`src/rtl/dmem_arbiter.sv`:
```
// -----------------------------------------------------------------------------
// dmem_arbiter
//   Two-client round-robin arbiter and access sequencer in front of a
//   single-port data memory (DEPTH words, combinational read, write committed
//   on the rising clock edge). One access is in flight at a time and walks
//   IDLE -> ACCESS -> DONE, so peak throughput is one access per 3 cycles.
//   Addresses >= DEPTH are rejected with err and never reach the memory as a
//   write.
//
// Ports
//   clk, rst_n            clock, asynchronous active-low reset
//   req0/1, we0/1         request and write(1)/read(0) from client 0/1
//   addr0/1, wdata0/1     word address and write data, held with req
//   ack0/1, err0/1        one-cycle completion pulse, error flag with ack
//   rdata0/1              read data, valid while ack is high, otherwise held
//   mem_address           memory address (registered)
//   mem_write             memory write enable (registered, one cycle)
//   mem_data_in           memory write data (registered)
//   mem_data_out          memory combinational read data
// -----------------------------------------------------------------------------
module dmem_arbiter #(
  parameter int AD_WD   = 16,
  parameter int DATA_WD = 32,
  parameter int DEPTH   = 100
) (
  input  logic               clk,
  input  logic               rst_n,
  input  logic               req0,
  input  logic               req1,
  input  logic               we0,
  input  logic               we1,
  input  logic [AD_WD-1:0]   addr0,
  input  logic [AD_WD-1:0]   addr1,
  input  logic [DATA_WD-1:0] wdata0,
  input  logic [DATA_WD-1:0] wdata1,
  output logic               ack0,
  output logic               ack1,
  output logic               err0,
  output logic               err1,
  output logic [DATA_WD-1:0] rdata0,
  output logic [DATA_WD-1:0] rdata1,
  output logic [AD_WD-1:0]   mem_address,
  output logic               mem_write,
  output logic [DATA_WD-1:0] mem_data_in,
  input  logic [DATA_WD-1:0] mem_data_out
);

  typedef enum logic [1:0] {IDLE, ACCESS, DONE} state_t;

  localparam logic [AD_WD-1:0] DEPTH_A = AD_WD'(DEPTH);

  state_t state;
  logic   last_grant;   // client that won the most recent grant
  logic   cur_client;   // client owning the access in flight
  logic   cur_we;       // direction of the access in flight

  // Winner selection for a grant in IDLE.
  logic               grant;
  logic               sel_we;
  logic [AD_WD-1:0]   sel_addr;
  logic [DATA_WD-1:0] sel_wdata;

  // NOTE: every signal assigned in always_comb gets a default first, so no
  // path leaves it unassigned and no latch is inferred.
  always_comb begin
    grant = 1'b0;
    if (req0 && req1) grant = ~last_grant;  // tie: whoever did not win last
    else if (req1)    grant = 1'b1;         // lone requester always wins
  end

  assign sel_we    = grant ? we1    : we0;
  assign sel_addr  = grant ? addr1  : addr0;
  assign sel_wdata = grant ? wdata1 : wdata0;

  // mem_address is stable for the whole access, so the range check in
  // ACCESS can be taken straight from the register.
  logic               out_of_range;
  logic [DATA_WD-1:0] rd_value;

  assign out_of_range = (mem_address >= DEPTH_A);
  assign rd_value     = (!cur_we && !out_of_range) ? mem_data_out : '0;

  // NOTE: sequential state uses non-blocking assignments only, so every
  // register samples the pre-edge values regardless of statement order.
  always_ff @(posedge clk or negedge rst_n) begin
    if (!rst_n) begin
      state       <= IDLE;
      last_grant  <= 1'b1;
      cur_client  <= 1'b0;
      cur_we      <= 1'b0;
      mem_write   <= 1'b0;
      mem_address <= '0;
      mem_data_in <= '0;
      ack0        <= 1'b0;
      ack1        <= 1'b0;
      err0        <= 1'b0;
      err1        <= 1'b0;
      rdata0      <= '0;
      rdata1      <= '0;
    end else begin
      case (state)
        IDLE: begin
          if (req0 || req1) begin
            last_grant  <= grant;
            cur_client  <= grant;
            cur_we      <= sel_we;
            mem_address <= sel_addr;
            mem_data_in <= sel_wdata;
            // An out-of-range write must never strobe the memory.
            mem_write   <= sel_we && (sel_addr < DEPTH_A);
            state       <= ACCESS;
          end
        end

        ACCESS: begin
          mem_write <= 1'b0;
          if (cur_client) begin
            ack1   <= 1'b1;
            err1   <= out_of_range;
            rdata1 <= rd_value;
          end else begin
            ack0   <= 1'b1;
            err0   <= out_of_range;
            rdata0 <= rd_value;
          end
          state <= DONE;
        end

        DONE: begin
          // Requests are ignored here; a req still high is re-sampled in IDLE.
          ack0  <= 1'b0;
          ack1  <= 1'b0;
          err0  <= 1'b0;
          err1  <= 1'b0;
          state <= IDLE;
        end

        default: state <= IDLE;
      endcase
    end
  end

endmodule

```
`config.mk`:
```
export PLATFORM = sky130hd
export DESIGN_NAME = dmem_arbiter
export DESIGN_NICKNAME = d
export VERILOG_FILES = /design/src/rtl/dmem_arbiter.sv
export SDC_FILE = /design/constraint.sdc
export NUM_CORES = 1
export LEC_CHECK = 0
export ABC_AREA = 1
export BUFFER_PORTS_ARGS = -buffer_cell sky130_fd_sc_hd__buf_2
export CORE_ASPECT_RATIO = 1.75
export CORE_MARGIN = 5
export CORE_UTILIZATION = 30
export CTS_BUF_LIST = sky130_fd_sc_hd__clkbuf_4 sky130_fd_sc_hd__clkbuf_8
export DETAILED_ROUTE_END_ITERATION = 10
export SLEW_MARGIN = 30
export SYNTH_ARGS = -nofsm -noshare
export SYNTH_HDL_FRONTEND = slang
export SYNTH_SLANG_ARGS = --single-unit
export TNS_END_PERCENT = 10
```
`constraint.sdc`:
```
create_clock -name clk -period 1.5 [get_ports clk]
set_input_delay 0.15 -clock clk [delete_from_list [all_inputs] [get_ports clk]]
set_output_delay 0.15 -clock clk [all_outputs]
set_load 0.02 [all_outputs]
```
==> results.tsv, run 1 <==
metric	value	unit
insertion_delay	0.43	ns
highest_layer	met4	
grt_pass1_wl	31000	um
globalRoute.totalOverflow	0	
start_util	30.5	%
h-tree-depth	4	
netlist_area	0.00548	mm2
num_rows	65	
fin_area	0.00874	mm2
yosysSeqAreaShare	55.8	%
synth_area_per_cell	8.49	um2
min_period	1.47	ns
cp-start-kind	flop	
setup_viol	0	
path_clk_slew	0.09	ns
power.density	1540	mW/mm2
die_area	0.0212	mm2
postPlaceCellArea	0.00705	mm2
clock-sinks	122	
synth_warnings	0	
tightest_slew	0.384	ns
post_drt_wl_per_cell	16.0	um
cts_buffer_depth	2	
die_height	189	um
port_buffers	250	
root_buffer	clkbuf_8	
routed-via-count	5872	
finalHoldViolations	0	
antenna_found_initial	0	
gp_congestion	0.813	
grt_usage	18.2	%
skew	0.0205	ns
grt_max_degree	65	
post-dp-hpwl	13000	um
antenna_left	0	
wl_met1	7280	um
hold_depth	3	
max_freq	680	MHz
rsz0062_at_grt	true	
setup_slack	0.0295	ns
final_max_slew_viol_count	0	
p_total	13.5	mW
ir_worst_vdd	0.824	mV
crit_required	1.84	ns
crit_fanout	5	
relSlewSlack	74.4	%
area_growth	59.5	%
drive_gt1_share	33.7	%
cts_buffers	17	
first_pass_iters	6	
holdCritStartpoint	addr0[7]	
io_pins	251	
routed_wl	20000	um
fin_crit_sh	98.0	%
yosys.cell_types.count	25	
end_kind	flop	
grt_pass1_vias	6072	
fill_cells	1685	
post-place-ws	0.00264	ns
power.leakage	4.68	nW
syn-num-nets	779	
drc	0	
hold_slack	0.0380	ns
netlist_instances	645	
tritoncts	built	
die_w	112	um
coreArea	0.0180	mm2
cp_data_arrival_time	1.81	ns
viasPerCell	4.71	
status	completed	
drv_cap	0	
nNetsFinal	1134	
wl_met3	1150	um
critPathKind	reg2reg	
drtIter0Drc	224	
reg2reg_from	last_grant$_DFFE_PN1P_	
routed-wl-met2	10600	um
reg2reg_depth	9	
hold_path.class	in2reg	
ys_seq_elements	122	
startpoint	last_grant$_DFFE_PN1P_	
==> cell usage after synthesis <==
| cell type | count | area share [%] |
|---|---|---|
| nand2_1 | 239 | 16 |
| dfrtp_1 | 121 | 55 |
| nand4_1 | 64 | 7.3 |
| nor2_1 | 58 | 4.0 |
| a31oi_1 | 35 | 4.0 |
| buf_2 | 25 | 2.3 |
| inv_1 | 23 | 1.6 |
| a21oi_1 | 13 | 1.2 |
| nand3b_1 | 11 | 1.5 |
| clkbuf_1 | 9 | 0.62 |
| nand3_1 | 9 | 0.82 |
| buf_4 | 8 | 1.1 |
| inv_2 | 5 | 0.34 |
| buf_6 | 4 | 0.82 |
| o21ai_0 | 4 | 0.37 |
| nand2_2 | 3 | 0.34 |
| a21o_1 | 2 | 0.27 |
| buf_1 | 2 | 0.14 |
| nor2_2 | 2 | 0.23 |
| nor2_4 | 2 | 0.41 |
| o22ai_1 | 2 | 0.23 |
| dfstp_2 | 1 | 0.48 |
| nor3_1 | 1 | 0.091 |
| o21ai_1 | 1 | 0.091 |
| o21bai_1 | 1 | 0.14 |
==> final cells by class <==
type | instances | area (um2) | area share [%]
clock buffers | 20 | 269 | 3.08
multi-input cells | 447 | 2090 | 23.9
diodes | 1 | 2.50 | 0.0286
inverters | 28 | 113 | 1.29
repair buffers | 384 | 2750 | 31.5
clock inverters | 12 | 164 | 1.88
well taps | 234 | 293 | 3.35
flip-flops and latches | 122 | 3050 | 35.0
==> through the flow <==
stage               util, %  setup TNS (ns)  std cells
global route           48.6           -1.41       1247
floorplan                 -               0        645
global placement       39.2               0       1106
CTS                    47.2               0       1238
finish                 48.6               0       1248
detailed placement     39.2               0       1106
==> layout by cell type (no fill, tap or decap), drive strengths merged <==
cell type,synthesis,routed
a21o,2,2
a21oi,13,13
a31oi,35,35
buf,39,278
bufinv,0,3
clkbuf,9,26
clkinv,0,2
clkinvlp,0,4
dfrtp,121,121
dfstp,1,1
diode,0,1
dlygate4sd3,0,100
inv,28,31
nand2,242,242
nand3,9,9
nand3b,11,11
nand4,64,64
nor2,62,62
nor3,1,1
o21ai,5,5
o21bai,1,1
o22ai,2,2
==> cells by family (layout without fill, tap and decap cells) <==
family	count (synthesis)	count (layout)	share of synthesized area (%)
AOI/OAI and AO/OA	58	58	6.28
buffers and inverters	76	444	6.88
DFF	122	122	55.8
other	0	1	0
and+or+nand+nor	389	389	31.1
==> worst max-delay path, stage by stage, from the launching register on <==
cell and delay, ns:
dfstp_2 0.55, nand2_2 0.07, nand2_4 0.15, clkbuf_16 0.16, nand2_1 0.04, nand2_1 0.07
nand3_1 0.08, nand2_1 0.08, nand2_1 0.06, o21bai_1 0.13
==> final timing paths <==
path	to	slack, ns
max	mem_write$_DFFE_PN0P_	0.03
min	mem_address[7]$_DFFE_PN0P_	0.04
max reg2reg	mem_write$_DFFE_PN0P_	0.03
min reg2reg	rdata1[26]$_DFFE_PN0P_	0.47
max in group asynchronous	rdata1[22]$_DFFE_PN0P_	0.75
min in group asynchronous	mem_data_in[3]$_DFFE_PN0P_	0.16
==> where the power goes <==
group          internal [mW]  total (mW)  switching [mW]
sequential              4.15        4.65           0.497
clock                   1.77        3.20            1.42
combinational           1.99        5.62            3.64
total                   7.91        13.5            5.56
==> layer usage <==
layer / vias to the layer above / track usage [%]
met3: 56 / 4.34
met1: 2737 / 19.5
met4: 0 / 10.0
met2: 236 / 32.5
li1: 2843 / -
met5: - / 0
==> state kept, by name, indices dropped and copies added (netlist names) <==
register and count:
mem_data_in 32, ack1 1, state 2, ack0 1, cur_client 1, err1 1, cur_we 1, mem_write 1
mem_address 16, err0 1, rdata0 32, rdata1 32, last_grant 1
==> timing repair <==
action	CTS	global route
pin swaps	0	13
resized for setup	1	19
gates cloned	0	7
buffers inserted	0	2
hold buffers	100	0
endpoints found under the hold margin	219	0
endpoints found under the setup margin	4	80
No activity file was read; power rests on OpenSTA's default activity.
==> inputs of run 2 (changes only) <==
--- a/config.mk
+++ b/config.mk
@@ -9,2 +9,3 @@
 export BUFFER_PORTS_ARGS = -buffer_cell sky130_fd_sc_hd__buf_2
+export CAP_MARGIN = 10
 export CORE_ASPECT_RATIO = 1.75
--- a/constraint.sdc
+++ b/constraint.sdc
@@ -3,2 +3,2 @@
 set_output_delay 0.15 -clock clk [all_outputs]
-set_load 0.02 [all_outputs]
+set_load 0.1 [all_outputs]
==> run 2 against run 1 <==
Effect of this change:
- highest routed layer unchanged
- setup slack got worse by 0.0075 ns
- combinational power up 92%
- routed wire length up 0.23%
- cell count increased by 1.1%
- total power up 40%
- critical endpoint unchanged
==> results.tsv, run 2 (synthesis gave the netlist of run 1 again) <==
metric	value	unit
status	completed	
gr-usage-met1	19.1	%
p_comb_share	57.4	%
skew	0.0143	ns
viasPerCell	4.70	
start_util	30.5	%
die_area	0.0212	mm2
ir_worst_vdd	1.59	mV
switching_share	55.7	%
critPathKind	reg2reg	
multiInputGateArea	0.00209	mm2
fill_cells	1678	
path_clk_slew	0.08	ns
setup_tns	0	ns
crit_required	1.85	ns
tightest_slew	0.529	ns
grt_pass1_wl	30700	um
first_pass_iters	5	
nNetsFinal	1149	
p_total	18.8	mW
io_pins	251	
area_growth	62.1	%
regArea	0.00308	mm2
finalNonFillerCells	1262	
h-tree-depth	4	
coreArea	0.0180	mm2
switching_power	10.5	mW
met3_usage	5.11	%
cts_buffer_depth	2	
drtIter0Drc	253	
post_drt_wl_per_cell	15.9	um
drv_cap	0	
routed_wl	20000	um
antenna_left	0	
power.density	2120	mW/mm2
num_rows	65	
pwr-share-clk	17.4	%
placed_cells	1116	
drive_gt1_share	35.3	%
grt.busiest_layer	met2	
min_period	1.48	ns
globalRouteMet2Util	32.5	%
die_w	112	um
final_common_cell	buf_2	
antenna_found_initial	0	
clock-sinks	122	
fin_crit_sh	98.5	%
antenna_cells	0	
root_buffer	clkbuf_8	
port_buffers	250	
end_kind	flop	
cell_internal_pwr	8.34	mW
cp-start-kind	flop	
cts_buffers	17	
routed-via-count	5933	
die_height	189	um
reg_top3	mem_data_in (32), rdata0 (32), rdata1 (32)	
drc	0	
gp_congestion	0.825	
final_max_slew_viol_count	0	
hold_path.class	in2reg	
crit_fanout	6	
max_freq	677	MHz
setup_viol	0	
tritoncts	built	
grt_pass1_vias	6030	
finalHoldViolations	0	
post-dp-hpwl	13300	um
cp_data_arrival_time	1.83	ns
insertion_delay	0.43	ns
rsz0062_at_grt	true	
relSlewSlack	65.0	%
final_cell_mix	buf_2 (246), nand2_1 (234), dfrtp_1 (107)	
globalRoute.totalOverflow	0	
power.leakage	4.77	nW
p_seq_share	25.2	%
grt_usage	18.1	%
grt_max_degree	68	
-- run 2: worst max-delay path, stage by stage, from the launching register on --
cell and delay, ns:
dfstp_2 0.55, nand2_4 0.06, nand2_4 0.13, clkbuf_16 0.16, nand2_1 0.04, nand2_1 0.08, nand3_1 0.08, nand2_1 0.10
nand2_1 0.06, o21bai_1 0.14
-- run 2: final timing paths --
check | startpoint | end | slack (ns) | cells after the start
worst max-delay path | last_grant$_DFFE_PN1P_ | mem_write$_DFFE_PN0P_ | 0.02 | 9
worst min-delay path | addr0[10] | mem_address[10]$_DFFE_PN0P_ | 0.06 | 5
worst max register to register | last_grant$_DFFE_PN1P_ | mem_write$_DFFE_PN0P_ | 0.02 | 9
worst min register to register | rdata1[19]$_DFFE_PN0P_ | rdata1[19]$_DFFE_PN0P_ | 0.47 | 2
max in group asynchronous | rst_n | rdata1[30]$_DFFE_PN0P_ | 0.66 | 3
min in group asynchronous | rst_n | mem_data_in[31]$_DFFE_PN0P_ | 0.17 | 2
-- run 2: layout make-up --
type,instances,share of cell area (%)
inverter,28,1.21
tap,234,3.30
multi-input combinational,447,23.6
sequential,122,34.7
timing repair buffer,399,32.3
clock buffer,20,2.96
clock inverter,12,1.95
-- run 2: repair_timing --
action                                  in CTS  in global routing
pin swaps                                    0                  8
hold buffers                               103                  0
cloned                                       0                  4
buffers inserted                             0                  7
endpoints found under the hold margin      213                  0
gates resized for setup                      5                 10
endpoints found under the setup margin      16                 77
-- run 2: per-stage QoR --
step                area [um2]  util (%)  hold slack, ns  setup slack [ns]
floorplan                 5510         -          -0.146           -0.0150
global placement          7210      40.1          0.0664          -0.00232
detailed placement        7210      40.1          0.0659           -0.0270
CTS                       8690      48.4          0.0172          -0.00522
global route              8880      49.4          0.0535           -0.0588
finish                    8880      49.4          0.0617            0.0220
-- run 2: power by group through the flow --
stage	Clock, mW	Combinational [mW]	Sequential, mW
6_report	3.27	10.8	4.75
3_3_place_gp	0	10.2	4.78
2_1_floorplan	0	2.31	10.4
4_1_cts	3.36	10.5	4.75
3_5_place_dp	0	10.2	4.79
5_1_grt	3.51	11.3	4.87
-- run 2: layer usage --
metal	share of wire, %	vias up
met2	53	234
met1	36	2767
li1	-	2873
met3	6.5	59
met4	4.3	0
met5	0	-
